## config.mk

```make
export PLATFORM = sky130hd
export DESIGN_NAME = gcd_requester
export DESIGN_NICKNAME = d
export VERILOG_FILES = /design/src/rtl/gcd_pkg.sv /design/src/rtl/gcd_req_fifo.sv /design/src/rtl/gcd_requester.sv
export SDC_FILE = /design/constraint.sdc
export NUM_CORES = 1
export LEC_CHECK = 0
export CORE_ASPECT_RATIO = 1.4
export CORE_MARGIN = 2
export CORE_UTILIZATION = 45
export CTS_CLUSTER_SIZE = 16
export DETAILED_ROUTE_END_ITERATION = 6
export GPL_TIMING_DRIVEN = 0
export HOLD_SLACK_MARGIN = 0.05
export PLACE_DENSITY = 0.67
export SLEW_MARGIN = 20
export SYNTH_ARGS = -nofsm -noshare
export SYNTH_HDL_FRONTEND = slang
export SYNTH_SLANG_ARGS = --single-unit
```

## constraint.sdc

```tcl
create_clock -name clk -period 2.8 [get_ports clk]
set_input_delay 0.56 -clock clk [delete_from_list [all_inputs] [get_ports clk]]
set_output_delay 0.56 -clock clk [all_outputs]
set_load 0.01 [all_outputs]
```

## src/rtl/gcd_pkg.sv

```systemverilog
// Shared types for the GCD requester: FSM state encoding and default datapath width.
package gcd_pkg;

  localparam int GCD_WIDTH = 16;

  typedef enum logic [2:0] {
    IDLE,
    ISSUE,
    GUARD,
    WAIT,
    RESP
  } gcd_state_e;

endpackage

```

## src/rtl/gcd_req_fifo.sv

```systemverilog
// Request queue for the GCD requester: DEPTH-entry FIFO (DEPTH a power of 2, >= 2).
// The head entry is visible on dout whenever the queue is not empty.
module gcd_req_fifo #(
  parameter int W     = 32,
  parameter int DEPTH = 4
) (
  input  logic         clk,
  input  logic         rst_n,
  input  logic         push,
  input  logic [W-1:0] din,
  input  logic         pop,
  output logic [W-1:0] dout,
  output logic         full,
  output logic         empty
);

  localparam int AW = $clog2(DEPTH);

  logic [W-1:0]  mem [DEPTH];
  logic [AW-1:0] wp, rp;
  logic [AW:0]   cnt;
  logic          push_ok, pop_ok;

  // Pushing into a full queue is ignored even if a pop happens the same cycle.
  assign push_ok = push && !full;
  assign pop_ok  = pop && !empty;
  assign full    = (cnt == (AW+1)'(DEPTH));
  assign empty   = (cnt == '0);
  assign dout    = mem[rp];

  // Storage array; contents need no reset since occupancy is tracked by cnt.
  always_ff @(posedge clk) begin
    if (push_ok) mem[wp] <= din;
  end

  // Pointers and occupancy; pointers wrap naturally at the power-of-2 depth.
  always_ff @(posedge clk or negedge rst_n) begin
    if (!rst_n) begin
      wp  <= '0;
      rp  <= '0;
      cnt <= '0;
    end else begin
      if (push_ok) wp <= wp + AW'(1);
      if (pop_ok)  rp <= rp + AW'(1);
      case ({push_ok, pop_ok})
        2'b10:   cnt <= cnt + (AW+1)'(1);
        2'b01:   cnt <= cnt - (AW+1)'(1);
        default: ;
      endcase
    end
  end

endmodule

```

## src/rtl/gcd_requester.sv

```systemverilog
// GCD requester: queues operand pairs, issues them one at a time to a
// subtraction GCD engine, and returns one response (result or error) per job.
module gcd_requester
  import gcd_pkg::*;
#(
  parameter int WIDTH   = GCD_WIDTH,
  parameter int DEPTH   = 4,
  parameter int TIMEOUT = 65544
) (
  input  logic             clk,
  input  logic             rst_n,
  input  logic             req_valid,
  output logic             req_ready,
  input  logic [WIDTH-1:0] req_a,
  input  logic [WIDTH-1:0] req_b,
  output logic             gcd_start,
  output logic [WIDTH-1:0] gcd_a,
  output logic [WIDTH-1:0] gcd_b,
  input  logic             gcd_done,
  input  logic [WIDTH-1:0] gcd_result,
  output logic             rsp_valid,
  input  logic             rsp_ready,
  output logic [WIDTH-1:0] rsp_data,
  output logic             rsp_err,
  output logic             busy
);

  localparam int            CW    = $clog2(TIMEOUT) + 1;
  localparam logic [CW-1:0] TLAST = CW'(TIMEOUT - 1);

  gcd_state_e         state, nxt;
  logic [2*WIDTH-1:0] head;
  logic               full, empty, pop;
  logic [WIDTH-1:0]   op_a, op_b;
  logic [CW-1:0]      tcnt;
  logic               op_nz, tmo;

  gcd_req_fifo #(
    .W    (2*WIDTH),
    .DEPTH(DEPTH)
  ) u_fifo (
    .clk  (clk),
    .rst_n(rst_n),
    .push (req_valid && req_ready),
    .din  ({req_a, req_b}),
    .pop  (pop),
    .dout (head),
    .full (full),
    .empty(empty)
  );

  assign req_ready = !full;
  assign busy      = !empty || (state != IDLE);
  assign rsp_valid = (state == RESP);
  assign gcd_a     = op_a;
  assign gcd_b     = op_b;
  assign op_nz     = (|op_a) && (|op_b);
  // Counter runs from GUARD, so hitting TLAST means TIMEOUT engine cycles used.
  assign tmo       = (tcnt == TLAST);

  // Next-state and strobes; gcd_done is only looked at in WAIT so a done
  // left over from a previous job cannot complete the new one.
  always_comb begin
    nxt       = state;
    pop       = 1'b0;
    gcd_start = 1'b0;
    case (state)
      IDLE:  if (!empty) begin pop = 1'b1; nxt = ISSUE; end
      ISSUE: begin
        if (op_nz) begin gcd_start = 1'b1; nxt = GUARD; end
        else nxt = RESP;
      end
      GUARD: nxt = WAIT;
      WAIT:  if (gcd_done || tmo) nxt = RESP;
      RESP:  if (rsp_ready) nxt = IDLE;
      default: nxt = IDLE;
    endcase
  end

  // State register.
  always_ff @(posedge clk or negedge rst_n) begin
    if (!rst_n) state <= IDLE;
    else        state <= nxt;
  end

  // Job datapath: operand capture, timeout counter, response registers.
  always_ff @(posedge clk or negedge rst_n) begin
    if (!rst_n) begin
      op_a     <= '0;
      op_b     <= '0;
      tcnt     <= '0;
      rsp_data <= '0;
      rsp_err  <= 1'b0;
    end else begin
      if (pop) {op_a, op_b} <= head;
      case (state)
        ISSUE: begin
          tcnt <= '0;
          if (!op_nz) begin
            rsp_data <= op_a | op_b;
            rsp_err  <= !(|op_a) && !(|op_b);
          end
        end
        GUARD: tcnt <= tcnt + CW'(1);
        WAIT: begin
          if (gcd_done) begin
            rsp_data <= gcd_result;
            rsp_err  <= 1'b0;
          end else if (tmo) begin
            rsp_data <= '0;
            rsp_err  <= 1'b1;
          end else begin
            tcnt <= tcnt + CW'(1);
          end
        end
        default: ;
      endcase
    end
  end

endmodule

```

**Word-level counts from Yosys, hierarchy flattened**

Memories as Yosys holds them, arrays and structs flattened. A register that Yosys moved wholly into a read port is not among the register bits.
Cells that the tools add are included.

- Flip-flop bits (word level): 45
- Input port bits: 53
- Memory bits (read-only): 0
- Output and inout port bits: 53
- Bits in writable memories: 128
- Latch bits: 0
- Word-level logic and storage cells: 75
- Memories: 1

- Order comparisons: 0
- Reduce and logical (&&, ||, !) cells: 23
- Bitwise logic cells: 1
- Equality and inequality tests: 15
- Divide/modulo/power cells: 0
- Add/sub/neg operators: 5
- $mul: 0
- Mux-type cells: 23
- Shift-type cells: 0

Memories:

| memory | words | bits a word | read ports | clocked after Yosys merged registers in | wr ports | RTL line | source |
|---|---|---|---|---|---|---|---|
| u_fifo.mem | 4 | 32 | 1 | 1 | 1 | gcd_req_fifo.sv:19 | `logic [W-1:0] mem [DEPTH];` |

Operators by type and width:

| operator | number |
|---|---|
| $pmux 18 s3 | 1 |
| $mux 16 | 3 |
| $mux 18 | 2 |
| $pmux 16 s2 | 1 |
| $reduce_or 16->1 | 2 |
| $add 18x1->18 const B | 1 |
| $eq 18x17->1 const B | 1 |
| $or 16x16->16 | 1 |
| $pmux 3 s5 | 1 |
| $mux 3 | 4 |
| $ne 2x2->1 const B | 5 |
| $mux 1 | 9 |
| $reduce_and 3->1 | 3 |
| $eq 3x2->1 const B | 2 |
| $eq 3x3->1 const B | 2 |
| $logic_not 3->1 | 2 |
| $pmux 3 s2 | 1 |
| $reduce_bool 3->1 | 2 |
| $logic_and 1x1->1 | 5 |
| $logic_not 1->1 | 5 |
| $add 2x1->2 const B | 2 |
| $reduce_bool 2->1 | 2 |
| $add 3x1->3 const B | 1 |
| $eq 3x1->1 const B | 1 |
| other kinds (7) | 8 |

**Longest topological paths before layout**

Gate-level depths: netlist of run 1.

- Depth in word-level cells: 6
- Mapped depth: 11
- Depth with buffers taken out: 10

**By module**

A second synthesis of run 1 with hierarchy kept.

- Cell total of the unflattened synthesis: 513
- Area total of the unflattened synthesis: 8,531.9 sq um

Modules (own cells, without submodules):

| module | cells each | times used | area each (sq um) |
|---|---|---|---|
| gcd_req_fifo | 205 | 1 | 5,091.1 |
| gcd_requester | 308 | 1 | 3,440.8 |

**Worst setup path after synthesis of run 1**

OpenSTA, ideal clock, no wires.

- Path type: flip-flop to flip-flop
- Start point: reg state[0]
- End point: reg u_fifo.cnt[2]
- Arrival: 2.205 ns
- Cell stages (with the launch flop): 12
- Clock period less this slack: 2.284 ns
- Data required time: 2.721 ns
- Library setup time: 0.079 ns
- Path buffers: 3
- Setup slack: 0.516 ns
- Path through: dfrtp_1 clkbuf_1 nor3_1 and2_1 buf_2 buf_2 ha_1 inv_1 fa_1 xor2_1 nor2_1 xor2_1

- Longest elaborated chain between the ends: 5
- Elaborated cells on any way between the ends: 7

RTL lines:

| what | RTL line | source |
|---|---|---|
| start, declared | gcd_requester.sv:31 | `gcd_state_e state, nxt;` |
| start signal, assigned | gcd_requester.sv:83 | `else state <= nxt;` |
| $logic_not 3->1 (*) | gcd_requester.sv:67 | `case (state)` |
| $mux 1 (*) | gcd_requester.sv:67 |  |
| net pop | gcd_requester.sv:33 | `logic full, empty, pop;` |
| $logic_and 1x1->1 (*) | gcd_req_fifo.sv:26 | `assign pop_ok = pop && !empty;` |
| $eq 2x1->1 / $eq 2x2->1 (equally long branches) | gcd_req_fifo.sv:45 | `case ({push_ok, pop_ok})` |
| $pmux 3 s2 / $reduce_bool 2->1 (equally long branches) | - |  |
| end signal, assigned | gcd_req_fifo.sv:46 | `2'b10: cnt <= cnt + (AW+1)'(1);` |
| end signal, assigned | gcd_req_fifo.sv:47 | `2'b01: cnt <= cnt - (AW+1)'(1);` |
| end, declared | gcd_req_fifo.sv:21 | `logic [AW:0] cnt;` |

Mark *: on every way through the listed nets, which the timed path passes. The rest lies on a longest branch.
A chain may end at the register's enable or synchronous reset.

**Worst setup path after layout of run 1**

Ends and elaborated chain as after synthesis.

==> results of run 1 <==
-- how the worst max path moves through the flow --
stage / endpoint / startpoint / slack (ps)
after floorplan: u_fifo.cnt[2] / state[0] / 520
after global placement: gcd_b[6] / rst_n / -1710
after detailed placement: u_fifo.cnt[2] / state[0] / 60
after CTS: gcd_start / gcd_a[4] / 2
after global routing: u_fifo.cnt[2] / state[0] / 70
final: u_fifo.cnt[2] / state[0] / 210
-- cell usage after synthesis, drive strengths merged, types with 3 or more instances --
cell type,number,share of area
mux4,32,0.086
and3,6,0.0045
a31oi,3,0.0022
a21oi,37,0.022
and2,6,0.0046
edfxtp,128,0.46
nor2,28,0.012
buf,13,0.0085
nor4,14,0.012
nand2,17,0.0076
nand2b,7,0.0052
inv,11,0.0049
xor2,3,0.0031
nand4,7,0.0052
o31ai,11,0.012
xnor2,4,0.0042
mux2,48,0.068
dfrtp,77,0.23
o21ai,24,0.014
nor3,4,0.0024
ha,6,0.0089
nand3,9,0.0065
clkbuf,12,0.0053
-- stage by stage --
step	setup slack (ps)	instances	area, sq um	TNS, ps
2_1_floorplan	516	521	8430	0
3_3_place_gp	-1710	870	9780	-152260
3_5_place_dp	63.7	875	9920	0
4_1_cts	1.60	913	10600	0
5_1_grt	67.5	913	10700	0
6_report	209	913	10700	0
-- kinds of logic (layout without fill, tap and decap cells) --
logic type               Yosys count  count (layout)
buffers and inverters             36             184
multiplexers                      81              81
AND/OR/NAND/NOR                  102             102
adder cells (fa/ha/maj)            7               7
XOR/XNOR                           7               7
flip-flops                       205             205
AO/OA/AOI/OAI                     83              83
-- flip-flops by register name (all words and copies together) (netlist names) --
signal      count
u_fifo.mem    128
tcnt           18
gcd_a          16
gcd_b          16
rsp_data       16
state           3
u_fifo.cnt      3
u_fifo.rp       2
u_fifo.wp       2
rsp_err         1
-- worst register-to-register path: cells and delay by family (launching register included) --
family / cells / cell delay (ps)
adders and majority gates: 2 / 590
DFF: 1 / 450
and+or+nand+nor: 3 / 590
xor gates and xnor gates: 2 / 300
buffers and inverters: 3 / 590
-- per-layer routing --
metal / global-route usage / vias to the layer above
li1: - / 2288
met1: 0.246 / 2521
met2: 0.363 / 166
met3: 0.0388 / 36
met4: 0.0675 / 0
met5: 0 / -
-- layout by cell type, fill, tap and decap left out, types with 3 or more instances in the layout --
cell and count:
sky130_fd_sc_hd__nand3_1 7, sky130_fd_sc_hd__buf_2 11, sky130_fd_sc_hd__a21oi_1 37, sky130_fd_sc_hd__clkbuf_8 4
sky130_fd_sc_hd__mux2_4 8, sky130_fd_sc_hd__edfxtp_1 128, sky130_fd_sc_hd__clkinv_2 3, sky130_fd_sc_hd__buf_16 4
sky130_fd_sc_hd__mux2_2 40, sky130_fd_sc_hd__nand4_1 7, sky130_fd_sc_hd__nor2_1 28, sky130_fd_sc_hd__mux4_2 32
sky130_fd_sc_hd__xor2_1 3, sky130_fd_sc_hd__and3_2 4, sky130_fd_sc_hd__clkbuf_1 16, sky130_fd_sc_hd__inv_1 11
sky130_fd_sc_hd__dfrtp_2 7, sky130_fd_sc_hd__clkbuf_16 21, sky130_fd_sc_hd__and2_1 5, sky130_fd_sc_hd__nor4_1 6
sky130_fd_sc_hd__nand2b_1 7, sky130_fd_sc_hd__o21ai_0 24, sky130_fd_sc_hd__nor4_4 3, sky130_fd_sc_hd__xnor2_1 4
sky130_fd_sc_hd__o31ai_1 9, sky130_fd_sc_hd__nor3_1 4, sky130_fd_sc_hd__ha_1 6, sky130_fd_sc_hd__nor4_2 5
sky130_fd_sc_hd__dfrtp_1 70, sky130_fd_sc_hd__buf_4 3, sky130_fd_sc_hd__clkdlybuf4s50_1 103, sky130_fd_sc_hd__a31oi_1 3
sky130_fd_sc_hd__nand2_1 16
-- cell type report --
class,count,share of cell area
Clock buffer,30,0.0563
Inverter,11,0.00388
Clock inverter,6,0.00317
Tap cell,244,0.0287
Buffer,24,0.0108
Multi-Input combinational cell,280,0.241
Timing Repair Buffer,113,0.113
Sequential cell,205,0.543
-- where the power goes --
part           switching (mW)  internal, mW
clock network            1.08          1.48
logic                    2.09          2.32
registers               0.707          4.11
-- repair_timing --
item | CTS | global route
setup endpoints to repair | 1 | 2
endpoints found under the hold margin | 18 | 0
buffers inserted | 1 | 1
hold buffers | 1 | 0
pin swaps | 2 | 5
resized for setup | 10 | 9
==> out/summary.json, run 1 <==
{
  "run_status": {"value": "finished clean"},
  "overflow_left_after_global_routing": {"value": 0},
  "power_leakage": {"value": 3.83, "unit": "nW"},
  "highest_clock_rate": {"value": 386, "unit": "MHz"},
  "timing.final.hold_violations": {"value": 0},
  "met3_length": {"value": 1140, "unit": "um"},
  "final_max_slew_viol_count": {"value": 0},
  "antenna_left": {"value": 0},
  "path_delay_family": {"value": "simple AND/OR/NAND/NOR gates"},
  "tightest_slew": {"value": 702, "unit": "ps"},
  "timing.critical_path.slowest_cell_delay": {"value": 450, "unit": "ps"},
  "first_pass_iters": {"value": 5},
  "r2r_end": {"value": "u_fifo.cnt[2]"},
  "critical_path.reg2reg.startpoint": {"value": "state[0]"},
  "synth_compound_area_frac": {"value": 0.0601},
  "cts.path.max_buffers": {"value": 3},
  "final_net_count": {"value": 715},
  "worstHoldStart": {"value": "tcnt[17]"},
  "synth-main-ff-cell": {"value": "sky130_fd_sc_hd__edfxtp_1"},
  "synth_simple_gate_area_frac": {"value": 0.0635},
  "finalCoreUtilization": {"value": 0.577},
  "met1Wirelength": {"value": 7580, "unit": "um"},
  "drt_wl_total": {"value": 19700, "unit": "um"},
  "cp.buffers_inverters": {"value": 3},
  "num_rows": {"value": 59},
  "clkTransAtPathRegs": {"value": 60, "unit": "ps"},
  "detail_route.drc_violations": {"value": 0},
  "core_area": {"value": 18500, "unit": "sq um"},
  "yosysWarnings": {"value": 0},
  "cell_repeated_most_along_the_worst_path": {"value": "sky130_fd_sc_hd__xor2_1"},
  "syn-cell-area": {"value": 8430, "unit": "sq um"},
  "synth_top_family_by_area": {"value": "multiplexers"},
  "io-pin-count": {"value": 106},
  "final.fill_count": {"value": 1499},
  "final_layout_size_suffix_gt1_frac": {"value": 0.236},
  "timing.hold.ws": {"value": 497, "unit": "ps"},
  "diode_count": {"value": 0},
  "netlist-cell-type-count": {"value": 43},
  "dp_hpwl": {"value": 13800, "unit": "um"},
  "pwr_density_cell": {"value": 1110, "unit": "nW/um^2"},
  "syn-num-nets": {"value": 581},
  "timing.critical_path.arrival": {"value": 3010, "unit": "ps"},
  "power.total": {"value": 11.8, "unit": "mW"},
  "port-buffer-count": {"value": 105},
  "avgRoutedWirePerCell": {"value": 21.6, "unit": "um"},
  "dieWidth": {"value": 120, "unit": "um"},
  "htree_levels": {"value": 1},
  "synthCells": {"value": 521},
  "number_of_global_route_vias_before_repair": {"value": 5436},
  "cts_buffers": {"value": 20},
  "cp_slowest_cell": {"value": "sky130_fd_sc_hd__dfrtp_1"},
  "grtUsageTotal": {"value": 0.203},
  "max_cap_viol": {"value": 0},
  "ys_ff_latch": {"value": 205},
  "path_class": {"value": "reg2reg"},
  "finalSetupViolations": {"value": 0},
  "top_signal_layer_used": {"value": "met4"},
  "rr_worst_depth": {"value": 10},
  "die-area": {"value": 19900, "unit": "sq um"},
  "worstPathCellList": {"value": "nor3_1, and2_1, buf_2, clkbuf_4, ha_1, inv_1, fa_1, xor2_1, nor2_1, xor2_1"},
  "finalWeightedCongestion": {"value": 0.867},
  "sequential_cell_area": {"value": 5780, "unit": "sq um"},
  "multi_input_comb_area": {"value": 2570, "unit": "sq um"},
  "synthAdderAreaFrac": {"value": 0.0113},
  "timing.slew.headroom": {"value": 0.532},
  "timing.critical_path.depth": {"value": 10},
  "vias": {"value": 5011},
  "period_minus_slack": {"value": 2590, "unit": "ps"},
  "cts.root.buffer_cell": {"value": "sky130_fd_sc_hd__clkbuf_16"},
  "seq_area_frac_synth": {"value": 0.685},
  "met2_length": {"value": 10300, "unit": "um"},
  "whs_endpoint": {"value": "tcnt[17]"},
  "clock_tree_from_tritoncts": {"value": "yes"},
  "die_height": {"value": 166, "unit": "um"},
  "initial_antenna_violation_count": {"value": 0},
  "vias_per_cell": {"value": 5.49},
  "rsz0062_at_grt": {"value": "false"},
  "insertion_delay": {"value": 490, "unit": "ps"},
  "drt_first_iter_violations": {"value": 338},
  "wire_length_of_the_first_global_routing_pass": {"value": 30700, "unit": "um"},
  "cts.sinks": {"value": 205},
  "area_growth_syn_to_fin": {"value": 26.4, "unit": "%"},
  "worstHoldPathCells": {"value": 1},
  "synth_edf_count": {"value": 128},
  "setup.worst_path.start_class": {"value": "flip-flop"},
  "largest_fanout_of_any_net_on_the_critical_path": {"value": 10},
  "synth.area.mux_share": {"value": 0.154},
  "crit_path_end_kind": {"value": "flip-flop"},
  "synth-xor-area-share": {"value": 0.00727},
  "min_period_over_period": {"value": 0.925},
  "clock_skew": {"value": 9.86, "unit": "ps"},
  "pin_count_of_the_biggest_net_entering_global_routing": {"value": 46},
  "synth.avg_cell_area": {"value": 16.2, "unit": "sq um"},
  "holdCritPathClass": {"value": "reg2reg"},
  "async_reset_ff_frac": {"value": 0.376},
  "floorplan.initialDensity": {"value": 0.457},
  "reg2reg_setup_slack": {"value": 210, "unit": "ps"},
  "worst_ep_required_time": {"value": 3220, "unit": "ps"},
  "irDropWorstVdd": {"value": 803, "unit": "uV"}
}
Power figures use the tool's default switching activity.
==> run 2, diff against run 1 <==
- GPL_TIMING_DRIVEN: 0 -> default
==> run 2 against run 1 <==
Clock power rose by 2%; worst hold slack worse by 390 ps; largest cell class unchanged; critical path depth fell by 7; clock-buffer cell count down 9; worst setup slack better by 42 ps; global-route usage is 0.25 points lower; flip-flop and latch count unchanged; sequential power about the same; design area down 0.75%; maximum frequency rose by 1.6%; combinational power about the same; via count up 1.6%; largest power group unchanged.
==> out/summary.json, run 2 (synthesis gave the netlist of run 1 again) <==
{
  "run_status": {"value": "finished clean"},
  "vias": {"value": 5093},
  "pin_count_of_the_biggest_net_entering_global_routing": {"value": 50},
  "overflow_left_after_global_routing": {"value": 0},
  "detail_route.drc_violations": {"value": 0},
  "num_rows": {"value": 59},
  "finish.instance_area": {"value": 10600, "unit": "sq um"},
  "holdBufCountCts": {"value": 0},
  "highest_clock_rate": {"value": 392, "unit": "MHz"},
  "die-area": {"value": 19900, "unit": "sq um"},
  "largest_fanout_of_any_net_on_the_critical_path": {"value": 3},
  "cellInternalPower": {"value": 7.89, "unit": "mW"},
  "avgRoutedWirePerCell": {"value": 21.7, "unit": "um"},
  "setup_tns": {"value": 0, "unit": "ps"},
  "htree_levels": {"value": 1},
  "setup.worst_path.start_class": {"value": "flip-flop"},
  "timing.critical_path.arrival": {"value": 1990, "unit": "ps"},
  "first_pass_iters": {"value": 6},
  "finalWeightedCongestion": {"value": 0.812},
  "area_growth_syn_to_fin": {"value": 25.4, "unit": "%"},
  "total_switching_power": {"value": 3.92, "unit": "mW"},
  "antenna_left": {"value": 0},
  "dp_hpwl": {"value": 13000, "unit": "um"},
  "cts.sinks": {"value": 205},
  "cts_buffers": {"value": 21},
  "largest_reg_flops": {"value": 128},
  "final_max_slew_viol_count": {"value": 0},
  "share_clk_of_total_power": {"value": 0.222},
  "largest-register": {"value": "u_fifo.mem"},
  "min_period_over_period": {"value": 0.910},
  "period_minus_slack": {"value": 2550, "unit": "ps"},
  "vias_per_cell": {"value": 5.64},
  "power_leakage": {"value": 3.82, "unit": "nW"},
  "drt_wl_total": {"value": 19600, "unit": "um"},
  "diode_count": {"value": 0},
  "final_net_count": {"value": 705},
  "holdCritPathClass": {"value": "in2async"},
  "final.fill_count": {"value": 1470},
  "worst_ep_required_time": {"value": 2240, "unit": "ps"},
  "grtUsageTotal": {"value": 0.201},
  "largest_registers_ranked_by_flip_flop_count": {"value": "u_fifo.mem: 128 flops, tcnt: 18 flops"},
  "comb_power_share": {"value": 0.372},
  "tightest_slew": {"value": 742, "unit": "ps"},
  "most_used_cells_in_the_layout_excluding_fill_and_tap_cells": {"value": "128 x sky130_fd_sc_hd__edfxtp_1, 103 x sky130_fd_sc_hd__clkdlybuf4s50_1, 74 x sky130_fd_sc_hd__dfrtp_1, 40 x sky130_fd_sc_hd__mux2_2, 37 x sky130_fd_sc_hd__a21oi_1"},
  "path_class": {"value": "reg2out"},
  "die_height": {"value": 166, "unit": "um"},
  "port-buffer-count": {"value": 105},
  "drt_first_iter_violations": {"value": 400},
  "clkTransAtPathRegs": {"value": 60, "unit": "ps"},
  "io-pin-count": {"value": 106},
  "power_frac_seq": {"value": 0.406},
  "timing.final.hold_violations": {"value": 0},
  "final_layout_size_suffix_gt1_frac": {"value": 0.234},
  "finalSetupViolations": {"value": 0},
  "power.share.switching": {"value": 0.332},
  "dieWidth": {"value": 120, "unit": "um"},
  "timing.slew.headroom": {"value": 0.503},
  "number_of_global_route_vias_before_repair": {"value": 5267},
  "insertion_delay": {"value": 490, "unit": "ps"},
  "wire_length_of_the_first_global_routing_pass": {"value": 30500, "unit": "um"},
  "postPlaceCellArea": {"value": 9830, "unit": "sq um"},
  "irDropWorstVdd": {"value": 729, "unit": "uV"},
  "cts.root.buffer_cell": {"value": "sky130_fd_sc_hd__clkbuf_16"},
  "layout_commonest_cell": {"value": "sky130_fd_sc_hd__edfxtp_1"},
  "floorplan.initialDensity": {"value": 0.457},
  "rsz0062_at_grt": {"value": "false"},
  "initial_antenna_violation_count": {"value": 0},
  "clock_tree_from_tritoncts": {"value": "yes"},
  "pwr_density_cell": {"value": 1120, "unit": "nW/um^2"},
  "core_area": {"value": 18500, "unit": "sq um"},
  "clock_skew": {"value": 7.77, "unit": "ps"},
  "crit_path_end_kind": {"value": "output pin"},
  "cts.path.max_buffers": {"value": 3},
  "max_cap_viol": {"value": 0}
}
-- run 2: metal layers --
| layer | track usage | wire length, um |
|---|---|---|
| met1 | 0.249 | 7560 |
| met2 | 0.343 | 10100 |
| met3 | 0.0422 | 1220 |
| met4 | 0.0808 | 707 |
| met5 | 0 | 0 |
-- run 2: path summary, 6_finish.rpt --
path,startpoint,endpoint,slack (ps),depth (start not counted)
worst min register to register,tcnt[17],tcnt[17],500,1
max in group asynchronous,rst_n,tcnt[8],2080,2
worst max-delay path,u_fifo.cnt[0],busy,250,3
worst min-delay path,rst_n,rsp_data[12],110,1
min in group clk,tcnt[17],tcnt[17],500,1
worst max register to register,state[1],u_fifo.cnt[2],620,8
-- run 2: worst max-delay path, stage by stage, from the launching register on --
cell and delay (ps):
sky130_fd_sc_hd__dfrtp_1 410, sky130_fd_sc_hd__or3_1 410, sky130_fd_sc_hd__nand2b_1 190, sky130_fd_sc_hd__clkdlybuf4s50_1 500
-- run 2: area by class of cell --
class,instances,area [sq um],share of cell area
multi-input cells,280,2570,0.243
well taps,244,305,0.0289
flip-flops and latches,205,5770,0.546
repair buffers,126,1230,0.117
clock inverters,16,123,0.0116
clock buffers,21,526,0.0497
inverters,11,41.3,0.00391
-- run 2: through the flow --
step	util	std cells	total power [mW]	setup slack, ps	hold slack [ps]
after floorplan	-	521	7.24	516	264
after global placement	0.533	864	9.11	299	466
after detailed placement	0.533	864	9.19	287	483
after CTS	0.572	902	11.9	0.627	127
after global routing	0.573	903	12.4	160	145
final	0.573	903	11.8	251	108
-- run 2: repair_timing --
action,CTS,global route
resized for setup,11,2
buffers inserted,1,1
setup endpoints to repair,1,1
pin swaps,1,2
hold endpoints to repair,0,0
-- run 2: power by group through the flow --
stage / clock, mW / sequential [mW] / combinational, mW
4_1_cts: 2.68 / 4.80 / 4.46
6_report: 2.62 / 4.80 / 4.39
3_3_place_gp: 0 / 4.74 / 4.36
5_1_grt: 2.82 / 4.88 / 4.74
3_5_place_dp: 0 / 4.79 / 4.40
2_1_floorplan: 0 / 4.69 / 2.55
